==> config.mk <==
export PLATFORM = sky130hd
export DESIGN_NAME = mem_port_arbiter
export DESIGN_NICKNAME = d
export VERILOG_FILES = /design/src/rtl/mips_pkg.sv /design/src/rtl/mem_arb_starve_ctr.sv /design/src/rtl/mem_port_arbiter.sv
export SDC_FILE = /design/constraint.sdc
export NUM_CORES = 1
export LEC_CHECK = 0
export CORE_UTILIZATION = 37
export DETAILED_ROUTE_END_ITERATION = 7
export PLACE_DENSITY = 0.79
export SLEW_MARGIN = 20
export SYNTH_ARGS = -nofsm -noshare
export SYNTH_HDL_FRONTEND = slang
export SYNTH_SLANG_ARGS = --single-unit
==> constraint.sdc <==
create_clock -name clk -period 4.3 [get_ports clk]
set_clock_uncertainty 0.05 [all_clocks]
set_input_delay 0.645 -clock clk [delete_from_list [all_inputs] [get_ports clk]]
set_output_delay 0.645 -clock clk [all_outputs]
set_load 0.05 [all_outputs]
==> src/rtl/mips_pkg.sv <==
// Shared types for the IF/MEM memory port arbiter: FSM states, grant
// encoding and the grant priority function.
package mips_pkg;

    typedef enum logic [1:0] {
        IDLE     = 2'd0,
        BUSY_IF  = 2'd1,
        BUSY_MEM = 2'd2,
        RESP     = 2'd3
    } arb_state_t;

    typedef enum logic [1:0] {
        GNT_NONE = 2'd0,
        GNT_IF   = 2'd1,
        GNT_MEM  = 2'd2
    } grant_t;

    // MEM has fixed priority unless the starvation guard forces IF through.
    function automatic grant_t pick_grant(input logic if_req,
                                          input logic mem_req,
                                          input logic force_if);
        grant_t g;
        g = GNT_NONE;
        if (force_if && if_req && mem_req) begin
            g = GNT_IF;
        end else if (mem_req) begin
            g = GNT_MEM;
        end else if (if_req) begin
            g = GNT_IF;
        end
        return g;
    endfunction

endpackage

==> src/rtl/mem_arb_starve_ctr.sv <==
// Starvation counter for the memory port arbiter. Counts consecutive MEM
// grants made while IF was waiting and raises force_if once the count
// reaches LIMIT. Only used when MEM_ARB_STARVE_GUARD_EN is defined.
module mem_arb_starve_ctr #(
    parameter int LIMIT = 4
) (
    input  logic clk,
    input  logic rst,
    input  logic mem_grant,
    input  logic if_grant,
    input  logic if_req,
    output logic force_if
);

    localparam int CNT_W = (LIMIT < 1) ? 1 : $clog2(LIMIT + 1);
    localparam logic [CNT_W-1:0] LIMIT_V = CNT_W'(LIMIT);

    logic [CNT_W-1:0] count_reg;
    logic [CNT_W-1:0] count_next;

    // Saturating count of MEM grants that overtook a pending fetch.
    always_comb begin
        count_next = count_reg;
        if (if_grant) begin
            count_next = '0;
        end else if (mem_grant) begin
            if (if_req) begin
                count_next = (count_reg == LIMIT_V) ? count_reg : count_reg + 1'b1;
            end else begin
                count_next = '0;
            end
        end
    end

    // Counter register.
    always_ff @(posedge clk or posedge rst) begin
        if (rst) begin
            count_reg <= '0;
        end else begin
            count_reg <= count_next;
        end
    end

    assign force_if = (count_reg == LIMIT_V);

endmodule

==> src/rtl/mem_port_arbiter.sv <==
// Arbiter sharing one single-port memory between the IF (fetch) and MEM
// (load/store) pipeline stages. One transaction at a time: grant in IDLE,
// hold the memory request through wait states, ack the winner for one cycle.
// Optional starvation guard: define MEM_ARB_STARVE_GUARD_EN.
module mem_port_arbiter
    import mips_pkg::*;
#(
    parameter int ADDR_W       = 32,
    parameter int DATA_W       = 32,
    parameter int STARVE_LIMIT = 4
) (
    input  logic              clk,
    input  logic              rst,
    input  logic              if_req,
    input  logic [ADDR_W-1:0] if_addr,
    output logic [DATA_W-1:0] if_rdata,
    output logic              if_ack,
    input  logic              mem_req,
    input  logic              mem_we,
    input  logic [ADDR_W-1:0] mem_addr,
    input  logic [DATA_W-1:0] mem_wdata,
    output logic [DATA_W-1:0] mem_rdata,
    output logic              mem_ack,
    output logic              ram_req,
    output logic              ram_we,
    output logic [ADDR_W-1:0] ram_addr,
    output logic [DATA_W-1:0] ram_wdata,
    input  logic [DATA_W-1:0] ram_rdata,
    input  logic              ram_ready,
    output logic              stall_if,
    output logic              stall_mem
);

    arb_state_t        state_reg, state_next;
    grant_t            grant;
    logic              force_if;

    logic              ram_req_reg, ram_req_next;
    logic              ram_we_reg, ram_we_next;
    logic [ADDR_W-1:0] ram_addr_reg, ram_addr_next;
    logic [DATA_W-1:0] ram_wdata_reg, ram_wdata_next;
    logic [DATA_W-1:0] if_rdata_reg, if_rdata_next;
    logic [DATA_W-1:0] mem_rdata_reg, mem_rdata_next;
    logic              if_ack_reg, if_ack_next;
    logic              mem_ack_reg, mem_ack_next;

`ifdef MEM_ARB_STARVE_GUARD_EN
    mem_arb_starve_ctr #(
        .LIMIT(STARVE_LIMIT)
    ) u_starve_ctr (
        .clk      (clk),
        .rst      (rst),
        .mem_grant(grant == GNT_MEM),
        .if_grant (grant == GNT_IF),
        .if_req   (if_req),
        .force_if (force_if)
    );
`else
    // No guard: strict MEM priority. A limit can never be negative, so this
    // is constant 0; it keeps the unused limit tied into the design.
    assign force_if = (STARVE_LIMIT < 0);
`endif

    // Next-state and datapath: grant in IDLE, wait for ram_ready, ack in RESP.
    always_comb begin
        state_next     = state_reg;
        grant          = GNT_NONE;
        ram_req_next   = ram_req_reg;
        ram_we_next    = ram_we_reg;
        ram_addr_next  = ram_addr_reg;
        ram_wdata_next = ram_wdata_reg;
        if_rdata_next  = if_rdata_reg;
        mem_rdata_next = mem_rdata_reg;
        if_ack_next    = 1'b0;
        mem_ack_next   = 1'b0;

        case (state_reg)
            IDLE: begin
                grant = pick_grant(if_req, mem_req, force_if);
                if (grant == GNT_MEM) begin
                    state_next     = BUSY_MEM;
                    ram_req_next   = 1'b1;
                    ram_we_next    = mem_we;
                    ram_addr_next  = mem_addr;
                    ram_wdata_next = mem_wdata;
                end else if (grant == GNT_IF) begin
                    state_next    = BUSY_IF;
                    ram_req_next  = 1'b1;
                    ram_we_next   = 1'b0;
                    ram_addr_next = if_addr;
                end
            end
            BUSY_IF: begin
                if (ram_ready) begin
                    state_next    = RESP;
                    ram_req_next  = 1'b0;
                    ram_we_next   = 1'b0;
                    if_rdata_next = ram_rdata;
                    if_ack_next   = 1'b1;
                end
            end
            BUSY_MEM: begin
                if (ram_ready) begin
                    state_next     = RESP;
                    ram_req_next   = 1'b0;
                    ram_we_next    = 1'b0;
                    mem_rdata_next = ram_rdata;
                    mem_ack_next   = 1'b1;
                end
            end
            RESP: begin
                state_next = IDLE;
            end
            default: begin
                state_next   = IDLE;
                ram_req_next = 1'b0;
                ram_we_next  = 1'b0;
            end
        endcase
    end

    // State and registered outputs; reset aborts any transaction in flight.
    always_ff @(posedge clk or posedge rst) begin
        if (rst) begin
            state_reg     <= IDLE;
            ram_req_reg   <= 1'b0;
            ram_we_reg    <= 1'b0;
            ram_addr_reg  <= '0;
            ram_wdata_reg <= '0;
            if_rdata_reg  <= '0;
            mem_rdata_reg <= '0;
            if_ack_reg    <= 1'b0;
            mem_ack_reg   <= 1'b0;
        end else begin
            state_reg     <= state_next;
            ram_req_reg   <= ram_req_next;
            ram_we_reg    <= ram_we_next;
            ram_addr_reg  <= ram_addr_next;
            ram_wdata_reg <= ram_wdata_next;
            if_rdata_reg  <= if_rdata_next;
            mem_rdata_reg <= mem_rdata_next;
            if_ack_reg    <= if_ack_next;
            mem_ack_reg   <= mem_ack_next;
        end
    end

    assign ram_req   = ram_req_reg;
    assign ram_we    = ram_we_reg;
    assign ram_addr  = ram_addr_reg;
    assign ram_wdata = ram_wdata_reg;
    assign if_rdata  = if_rdata_reg;
    assign mem_rdata = mem_rdata_reg;
    assign if_ack    = if_ack_reg;
    assign mem_ack   = mem_ack_reg;

    assign stall_if  = if_req & ~if_ack_reg;
    assign stall_mem = mem_req & ~mem_ack_reg;

endmodule
# Yosys cells after proc, flatten, opt, wreduce, memory -nomap -nowiden
# Index checks and enable logic that the tools add are counted.
[classes]
n_eq_ne = 7
n_mux = 19
bitwise_logic = 4
n_reduce_logical = 10
[op_table]
columns = ["cell", "n"]
rows = [
  ["two-way mux 32 bit", 2],
  ["two-way mux 2 bit", 5],
  ["AND reduction 2 bit", 5],
  ["two-way mux 1 bit", 9],
  ["== test 2 bit (second input constant)", 3],
  ["case mux 2 bit (3 select lines)", 1],
  ["== test 2 x 1 -> 1 bit (second input constant)", 2],
  ["case mux 1 bit (2 select lines)", 2],
  ["nonzero test 2 bit", 2],
  ["inequality test 3 bit (second input constant)", 1],
  ["AND reduction 3 bit", 1],
  ["bitwise AND 1 bit", 2],
  ["zero test 2 bit", 1],
  ["inequality test 2 x 1 -> 1 bit (second input constant)", 1],
  ["NOT 1 bit", 2],
  ["OR reduction 2 bit", 1],
]
[word_totals]
register_bits = 134
in_bits = 134
elab_cells = 49

# Depth between registers and ports, before layout
# Gate-level depths: netlist of run 1.
[depth]
depth_word = 7
mapped_depth = 7
ltp_nobuf = 5

# Worst setup path after synthesis of run 1
# Ideal clock, no wire load.
[synth_timing]
path_type = "input -> output"
startpoint = "input mem_req"
endpoint = "output stall_mem"
arrival_time_ps = 1727
required_ps = 3605
path_slack_ps = 1878
cell_stages = 3
path_cell_list = "buf_4 > buf_4 > nor2b_1"
[synth_between]
elab_chain_cells = 1
[synth_rtl]
columns = ["element", "line", "rtl"]
rows = [
  ["from (decl)", "mem_port_arbiter.sv:18", "input logic mem_req,"],
  ["bitwise AND 1 bit", "mem_port_arbiter.sv:157", "assign stall_mem = mem_req & ~mem_ack_reg;"],
  ["to (decl)", "mem_port_arbiter.sv:31", "output logic stall_mem"],
]
# No other way between the ends.

# Final worst setup path of run 1
[layout_timing]
startpoint = "input if_req"
endpoint = "output stall_if"
[layout_between]
elab_chain_cells = 1
[layout_rtl]
columns = ["element", "line", "rtl"]
rows = [
  ["from (decl)", "mem_port_arbiter.sv:14", "input logic if_req,"],
  ["bitwise AND 1 bit", "mem_port_arbiter.sv:156", "assign stall_if = if_req & ~if_ack_reg;"],
  ["to (decl)", "mem_port_arbiter.sv:30", "output logic stall_if,"],
]
# No other way between the ends.

==> impl_results.md, run 1 <==
* Seq/Total Area, Yosys at 0.612
* Clk_lat worst skew at 400 ps
* Yosys top cell by area: dfrtp_1
* DIE AREA at 15300 sq um
* CTS tree: done
* Worst path buffer plus inverter count at 2
* Crit-path cells: clkdlybuf4s50_1, nor2b_1, clkdlybuf4s50_1
* Routed Antenna Nets at 0
* Die X at 124 microns
* Max Buffers Root-to-Sink at 2
* Post-synth cell types at 23
* FF-to-FF path depth at 4
* Yosys top cell area share at 0.612
* Syn. warnings at 0
* DRT Pass-1 Iters at 4
* Hold Path Stages at 2
* Vias in the first global route at 4184
* #FFs+latches synth at 134
* Hold WC Path Type: flop to flop
* CP max stage delay at 810 ps
* Final Core Density at 0.623
* Total Wirelength at 14500 microns
* Area Growth Syn to Fin at 64.5%
* Vias per cell at 4.74
* Mapped Area at 5480 sq um
* Number of fill cells at 1114
* Critical Path RT at 3610 ps
* Setup Buffers After CTS at 0
* Clock-pin slew on the worst setup and hold paths at 60 ps
* Maximum vdd drop at 0.630 mV
* Worst EP arrival at 2200 ps
* Final nets at 786
* Starting Density at 0.379
* PwrDens at 972 nW/um^2
* Post-DP HPWL at 10400 microns
* Max Cap Violations at 0
* Outcome: complete, no violations
* Post-Syn Nets at 514
* CP max stage cell: clkdlybuf4s50_1
* Internal reg-to-reg setup slack at 2060 ps
* Unrepaired setup endpoints after global routing: false
* Antenna violations before repair at 0
* Hold Path Origin: ram_addr[26]
* Synth area leaders: dfrtp_1, mux2_2, mux2_4, mux2i_1, o21ai_1
* Fmax at 346 MHz
* Non-Filler Instances at 845
* Fraction of the cycle the final worst path needs at 0.673
* FF-to-FF Start: state_reg[0]
* Cell mode on critical path: clkdlybuf4s50_1
* Syn Area/Cell at 14.6 sq um
* Setup Viol. Count Final at 0
* Final min period at 2890 ps
* Relative slew margins at 0.305
* Setup TNS at 0 ps
* Gpl congestion at 0.783
* Slew Limit Fails at 0
* Capture point of the worst reg-to-reg path: ram_wdata[22]
* Core area at 14500 sq um
* CP Capture Type: primary output
* CTS Buf Count at 17
* Port Buffers at 267
* Critical path type: input pin to primary output
* DR iter-0 viols at 73
* Final hold vios at 0
* DP Cell Count at 812
* Pin count of the biggest net entering global routing at 72
* FP Rows at 44
* WL/cell at 17.1 microns
* First-pass GRT wire length at 21100 microns
* Cts repair resizes at 0
* # diodes at 0
* TritonCTS Sinks at 134
* CP delay by family, top: buffers and inverters
* Drt drc at 0
* Hold Path End: ram_addr[26]
* Clock Tree Root: clkbuf_16
* Commonest non-fill, non-tap cell in the layout: clkdlybuf4s50_1
* Crit Path Max Fanout at 3
* Gr usage total at 0.187
* Hold_buf cts at 0
* H-tree lvl count at 4
* Critical path startpoint category: input pin
* Total chip power at 8.76 mW
* Grt total ovfl at 0
* Synthesized instance count at 376
* Vias at 4008
* Most frequent cells in the layout: clkdlybuf4s50_1, dfrtp_1, mux2_2, nand2_1, mux2i_1
* Pleak at 4.02 nW
* Slew @ Worst Pin at 1040 ps
* Fraction of layout cells with a size suffix above 1 at 0.209
* # IOs at 268
* Die Ht at 124 microns
[logic make-up after synthesis]
group	after synthesis	share of synthesized area
compound gates	40	0.0399
fa+ha+maj	4	0.00913
buf+inv	26	0.0274
flops	134	0.612
mux	131	0.282
simple gates	41	0.0304
[area by class of cell]
type,count,area (sq um),area share
Clock inverter,10,191,0.0212
Sequential cell,134,3350,0.372
Multi-Input combinational cell,216,1990,0.221
Tap cell,184,230,0.0255
Clock buffer,22,484,0.0537
Timing Repair Buffer,273,2750,0.304
Inverter,6,25.0,0.00277
[Yosys cell counts]
master       n
a21o_1       1
a21oi_1      1
a22o_1       1
a22oi_2      1
a31oi_1      1
buf_2       12
buf_4        4
buf_6        3
clkbuf_1     1
dfrtp_1    134
ha_1         4
inv_1        6
mux2_2      66
mux2_4      30
mux2i_1     35
nand2_1     35
nand2_2      1
nand2b_1     1
nor2_1       1
nor2b_1      3
o21ai_0      7
o21ai_1     27
o2bb2ai_1    1
[where the power goes]
part	internal [mW]	switching, mW
Clock	1.10	0.532
Sequential	1.90	0.338
Combinational	1.84	3.07
Total	4.83	3.93
[through the flow]
step | hold WS, ps | setup slack, ps | cell area, sq um
2_1_floorplan | 496 | 22.2 | 5480
3_3_place_gp | 416 | 1380 | 8320
3_5_place_dp | 419 | 1380 | 8320
4_1_cts | 432 | 1380 | 8990
5_1_grt | 460 | 1350 | 9020
6_report | 429 | 1410 | 9020
[tightest hold or removal path: stages (launching register included)]
cell and delay [ps]:
dfrtp_1 340, nand2_1 50, o21ai_0 60
[routing by layer]
layer / share of wire / wire, microns / global-route usage
met3: 0.11 / 1570 / 0.0916
met5: 0 / 0 / 0
met4: 0.016 / 232 / 0.0610
met2: 0.51 / 7330 / 0.322
met1: 0.37 / 5320 / 0.198
[worst max path at each step]
stage,end,cells past startpoint,start,slack [ps]
after floorplan,if_ack,1,rst,20
after global placement,stall_if,3,if_req,1380
after detailed placement,stall_if,3,if_req,1380
after CTS,stall_if,3,if_req,1380
after global routing,stall_if,3,if_req,1350
final,stall_if,3,if_req,1410
(Power assumes the default switching activity.)
==> inputs of run 2 (changes only) <==
- clock period: 4.3 -> 2.5 ns (I/O delays scaled with it)
==> run 2 against run 1 <==
Against the previous run:
- die area is the same
- critical path depth shrank 2
- via count shrank 1.9%
- flip-flop and latch count is the same
- count of clock-buffer cells in the layout shrank 4
- worst setup slack lost 980 ps
- combinational power grew 73%
- first-iteration DRC count grew 85%
- register-to-register slack lost 1600 ps
- sequential share of layout area shrank 0.098 points
- critical path type is now flop to primary output
- largest cell class unchanged
==> impl_results.md, run 2 (synthesized netlist as in run 1, its figures left out) <==
* Starting Density at 0.379 (unchanged)
* Area Growth Syn to Fin at 64.9% (was 64.5%)
* FP Rows at 44 (unchanged)
* CTS Buf Count at 17 (unchanged)
* Final min period at 2070 ps
* Maximum vdd drop at 0.843 mV (was 0.630 mV)
* Fmax at 483 MHz
* Die Ht at 124 microns (unchanged)
* Core area at 14500 sq um (unchanged)
* Vias in the first global route at 4217 (was 4184)
* Post-DP HPWL at 10700 microns (was 10400 microns)
* Gr usage total at 0.191 (was 0.187)
* Cts repair resizes at 0 (unchanged)
* # IOs at 268 (unchanged)
* Slew @ Worst Pin at 561 ps (was 1040 ps)
* Clock-pin slew on the worst setup and hold paths at 60 ps (about the same)
* Critical path type: flop to primary output (was input pin to primary output)
* Unrepaired setup endpoints after global routing: false (unchanged)
* Clk_lat worst skew at 400 ps (about the same)
* # diodes at 0 (unchanged)
* First-pass GRT wire length at 21700 microns (was 21100 microns)
* Clock Tree Root: clkbuf_16 (unchanged)
* Pleak at 4.02 nW (about the same)
* DIE AREA at 15300 sq um (unchanged)
* Final hold vios at 0 (unchanged)
* Fraction of the cycle the final worst path needs at 0.828
* H-tree lvl count at 4 (unchanged)
* Crit Path Max Fanout at 3 (unchanged)
* Relative slew margins at 0.625 (was 0.305)
* Hold WC Path Type: input pin to async pin (was flop to flop)
* Grt total ovfl at 0 (unchanged)
* Port Buffers at 267 (unchanged)
* TritonCTS Sinks at 134 (unchanged)
* CP delay by family, top: buffers and inverters (unchanged)
* Most frequent cells in the layout: clkdlybuf4s50_1, dfrtp_1, mux2_2, nand2_1, mux2i_1 (unchanged)
* Die X at 124 microns (unchanged)
* Commonest non-fill, non-tap cell in the layout: clkdlybuf4s50_1 (unchanged)
* Cell area after layout at 9040 sq um (was 9020 sq um)
* Slew Limit Fails at 0 (unchanged)
* Number of fill cells at 1073 (was 1114)
* Setup Viol. Count Final at 0 (unchanged)
* Setup TNS at 0 ps (unchanged)
* Dpl cell area at 8430 sq um (was 8320 sq um)
* Outcome: complete, no violations (unchanged)
* Setup Buffers After CTS at 0 (unchanged)
* WL/cell at 17.0 microns (was 17.1 microns)
* CTS tree: done (unchanged)
* DRT Pass-1 Iters at 4 (unchanged)
* Gpl congestion at 0.769 (was 0.783)
* Vias per cell at 4.64 (was 4.74)
* Worst EP arrival at 1640 ps (was 2200 ps)
* Routed Antenna Nets at 0 (unchanged)
* CP Capture Type: primary output (unchanged)
* Max Buffers Root-to-Sink at 2 (unchanged)
* Drt drc at 0 (unchanged)
* Critical Path RT at 2080 ps (was 3610 ps)
* Antenna violations before repair at 0 (unchanged)
* Vias at 3932 (was 4008)
* Hold_buf cts at 0 (unchanged)
* PwrDens at 1640 nW/um^2 (was 972 nW/um^2)
* Critical path startpoint category: flop (was input pin)
* Worst path buffer plus inverter count at 1 (was 2)
* Pin count of the biggest net entering global routing at 65 (was 72)
* Max Cap Violations at 0 (unchanged)
* Total Wirelength at 14400 microns (was 14500 microns)
* DR iter-0 viols at 135 (was 73)
* Fraction of layout cells with a size suffix above 1 at 0.217 (was 0.209)
* CP max stage cell: clkdlybuf4s50_1 (unchanged)
* Final nets at 789 (was 786)
* Crit-path cells: clkdlybuf4s50_1 (was clkdlybuf4s50_1, nor2b_1, clkdlybuf4s50_1)
* CP max stage delay at 860 ps (was 810 ps)
[run 2: worst register-to-register path, cell delays in order (launching register included)]
cell     delay (ps)
dfrtp_1         390
inv_1           120
ha_1            370
nand2_2         390
buf_4           320
mux2_4          310
[run 2: through the flow]
stage	power, mW	std cells	worst slack [ps]	util	hold slack (ps)
2_1_floorplan	9.40	376	410	-	474
3_3_place_gp	12.2	816	563	0.582	416
3_5_place_dp	12.4	816	435	0.582	425
4_1_cts	15.0	848	404	0.625	304
5_1_grt	15.5	848	349	0.625	323
6_report	14.9	848	431	0.625	308
[run 2: area by class of cell]
cell class | count | area [sq um] | area share
flip-flops and latches | 134 | 3350 | 0.371
repair buffers | 276 | 2830 | 0.313
multi-input cells | 216 | 1990 | 0.220
clock buffers | 18 | 439 | 0.0486
well taps | 184 | 230 | 0.0255
clock inverters | 14 | 174 | 0.0192
inverters | 6 | 26.3 | 0.00291
[run 2: path summary, 6_finish.rpt]
check / start / to / slack (ps) / cells after the start
setup / recovery: ram_we / ram_we / 430 / 1
hold / removal: rst / ram_wdata[7] / 310 / 2
setup reg to reg: state_reg[1] / ram_wdata[0] / 460 / 5
hold reg to reg: ram_addr[27] / ram_addr[27] / 430 / 2
max in group asynchronous: rst / if_rdata[8] / 1450 / 3
min in group clk: ram_addr[27] / ram_addr[27] / 430 / 2
[run 2: report_power, final]
| group | total [mW] | switching, mW | internal, mW |
|---|---|---|---|
| sequential | 3.85 | 0.588 | 3.27 |
| combinational | 8.46 | 5.27 | 3.18 |
| clock | 2.55 | 0.945 | 1.60 |
| total | 14.9 | 6.81 | 8.05 |
[run 2: routing by layer]
layer,part of all wire,global-route usage
met1,0.38,0.207
met5,0,0
met2,0.51,0.338
met4,0.0092,0.0497
met3,0.10,0.0861
==> inputs of run 3 (changes only) <==
- clock period: 2.5 -> 1.9 ns (I/O delays scaled with it)
==> run 3 against run 2 <==
Against the previous run:
- die area is the same
- cell count is 0.24% higher
- largest power group unchanged
- critical path depth unchanged
- critical endpoint is now mem_rdata[30]
- flip-flop and latch count unchanged
- count of clock-buffer cells in the layout grew 4
- clock power rose by 33%
- core utilization shrank 1.0 points
==> impl_results.md, run 3 (synthesized netlist as in run 1, its figures left out) <==
* Outcome: complete, no violations (unchanged)
* Clock power frac at 0.182 (was 0.171)
* Dpl cell area at 8420 sq um (was 8430 sq um)
* Hold WC Path Type: input pin to async pin (unchanged)
* Clock Tree Root: clkbuf_16 (unchanged)
* Switching part of the total at 0.473 (was 0.458)
* FF/Latch Area at 3350 sq um (unchanged)
* Final hold vios at 0 (unchanged)
* Most frequent cells in the layout: dfrtp_1, clkdlybuf4s50_1, dlygate4sd2_1, mux2_2 (was clkdlybuf4s50_1, dfrtp_1, mux2_2, nand2_1, mux2i_1)
* Final Core Density at 0.614 (was 0.625)
* Gate power share at 0.548 (was 0.569)
* Pleak at 4.29 nW (was 4.02 nW)
* Critical path type: flop to primary output (unchanged)
* # IOs at 268 (unchanged)
* Critical Path RT at 1560 ps (was 2080 ps)
* Uppermost routed layer: met4 (unchanged)
* Maximum vdd drop at 1.22 mV (was 0.843 mV)
* # diodes at 0 (unchanged)
* Port Buffers at 267 (unchanged)
* First-pass GRT wire length at 21600 microns (was 21700 microns)
* Worst EP arrival at 1320 ps (was 1640 ps)
* Total chip power at 18.7 mW (was 14.9 mW)
* Crit-path cells: dlygate4sd2_1 (was clkdlybuf4s50_1)
* Post-DP HPWL at 10600 microns (was 10700 microns)
* Clk_lat worst skew at 400 ps (about the same)
* DRT Pass-1 Iters at 4 (unchanged)
* Drt drc at 0 (unchanged)
* Vias per cell at 4.68 (was 4.64)
* Max Cap Violations at 0 (unchanged)
* Setup Viol. Count Final at 0 (unchanged)
* Vias at 3982 (was 3932)
* CP delay by family, top: buffers and inverters (unchanged)
* PwrDens at 2100 nW/um^2 (was 1640 nW/um^2)
* Int Power at 9.84 mW (was 8.05 mW)
* Starting Density at 0.379 (unchanged)
* Gr usage total at 0.189 (was 0.191)
* FP Rows at 44 (unchanged)
* Total Wirelength at 14400 microns (about the same)
* DIE AREA at 15300 sq um (unchanged)
* Reg power frac at 0.270 (was 0.259)
* Area Growth Syn to Fin at 62.2% (was 64.9%)
* CTS Buf Count at 17 (unchanged)
* Fraction of layout cells with a size suffix above 1 at 0.234 (was 0.217)
* Slew Limit Fails at 0 (unchanged)
* Cell area after layout at 8890 sq um (was 9040 sq um)
* Die Ht at 124 microns (unchanged)
* Area occupied by multi-input gates at 1990 sq um (unchanged)
* DR iter-0 viols at 148 (was 135)
* CP Capture Type: primary output (unchanged)
* Core area at 14500 sq um (unchanged)
* CP max stage cell: dlygate4sd2_1 (was clkdlybuf4s50_1)
* Setup Buffers After CTS at 0 (unchanged)
* Die X at 124 microns (unchanged)
* Fmax at 604 MHz
* Fraction of the cycle the final worst path needs at 0.872
* Crit Path Max Fanout at 2 (was 3)
* Critical path startpoint category: flop (unchanged)
* FF-to-FF path depth at 5 (unchanged)
* CTS tree: done (unchanged)
* Number of fill cells at 1161 (was 1073)
* Worst hold slack at 113 ps (was 308 ps)
* Worst path buffer plus inverter count at 1 (unchanged)
* Vias in the first global route at 4185 (was 4217)
* H-tree lvl count at 4 (unchanged)
* Antenna violations before repair at 0 (unchanged)
* Detail Route met2 WL at 7470 microns (was 7380 microns)
* Clock-pin slew on the worst setup and hold paths at 50 ps (was 60 ps)
* Unrepaired setup endpoints after global routing: false (unchanged)
* Cell count along the critical path at 1 (unchanged)
* CP max stage delay at 560 ps (was 860 ps)
* WL/cell at 17.0 microns (about the same)
* Pin count of the biggest net entering global routing at 84 (was 65)
* Max Buffers Root-to-Sink at 2 (unchanged)
* Setup TNS at 0 ps (unchanged)
* Commonest non-fill, non-tap cell in the layout: dfrtp_1 (was clkdlybuf4s50_1)
* NetSw at 8.82 mW (was 6.81 mW)
* Final min period at 1660 ps
* Relative slew margins at 0.647 (was 0.625)
* Final nets at 792 (was 789)
* Met3 wire len at 1290 microns (was 1460 microns)
* Routed Antenna Nets at 0 (unchanged)
* Slew @ Worst Pin at 531 ps (was 561 ps)
* TritonCTS Sinks at 134 (unchanged)
* M1 wire length at 5490 microns (was 5420 microns)
* Gpl congestion at 0.724 (was 0.769)
* Grt total ovfl at 0 (unchanged)
run 3: cell type report:
type,instances,area share
clock inverter,9,0.0169
timing repair buffer,279,0.301
multi-input combinational,216,0.224
inverter,6,0.00295
tap,184,0.0259
clock buffer,22,0.0522
sequential,134,0.377
run 3: final timing paths:
check                              startpoint            end  slack, ps
worst min-delay path                      rst         ram_we        110
min in group clk                      mem_req   ram_addr[23]        380
worst min register to register   ram_addr[23]   ram_addr[23]        430
max in group asynchronous                 rst   mem_rdata[4]       1010
worst max register to register   state_reg[0]  ram_wdata[30]        350
worst max-delay path            mem_rdata[30]  mem_rdata[30]        240
run 3: through the flow:
stage	instances	setup WS (ps)
floorplan	376	-100
global placement	819	260
detailed placement	819	232
CTS	850	0.0518
global route	850	168
finish	850	243
run 3: timing repair:
item,in CTS,in global routing
resized for setup,117,2
setup endpoints to repair,117,2
pin swaps,0,0
hold buffers,0,0
run 3: power by group through the flow:
stage / combinational, mW / sequential, mW / clock (mW)
after detailed placement: 11.2 / 5.12 / 0
after floorplan: 2.44 / 9.93 / 0
after global placement: 11.0 / 5.04 / 0
final: 10.2 / 5.03 / 3.40
after global routing: 10.7 / 5.21 / 3.61
after CTS: 10.3 / 5.05 / 3.47
run 3: layer usage:
metal | up-vias | track usage
met5 | - | 0
met4 | 0 | 0.0663
met3 | 13 | 0.0673
met2 | 167 | 0.332
met1 | 1939 | 0.210
li1 | 1863 | -
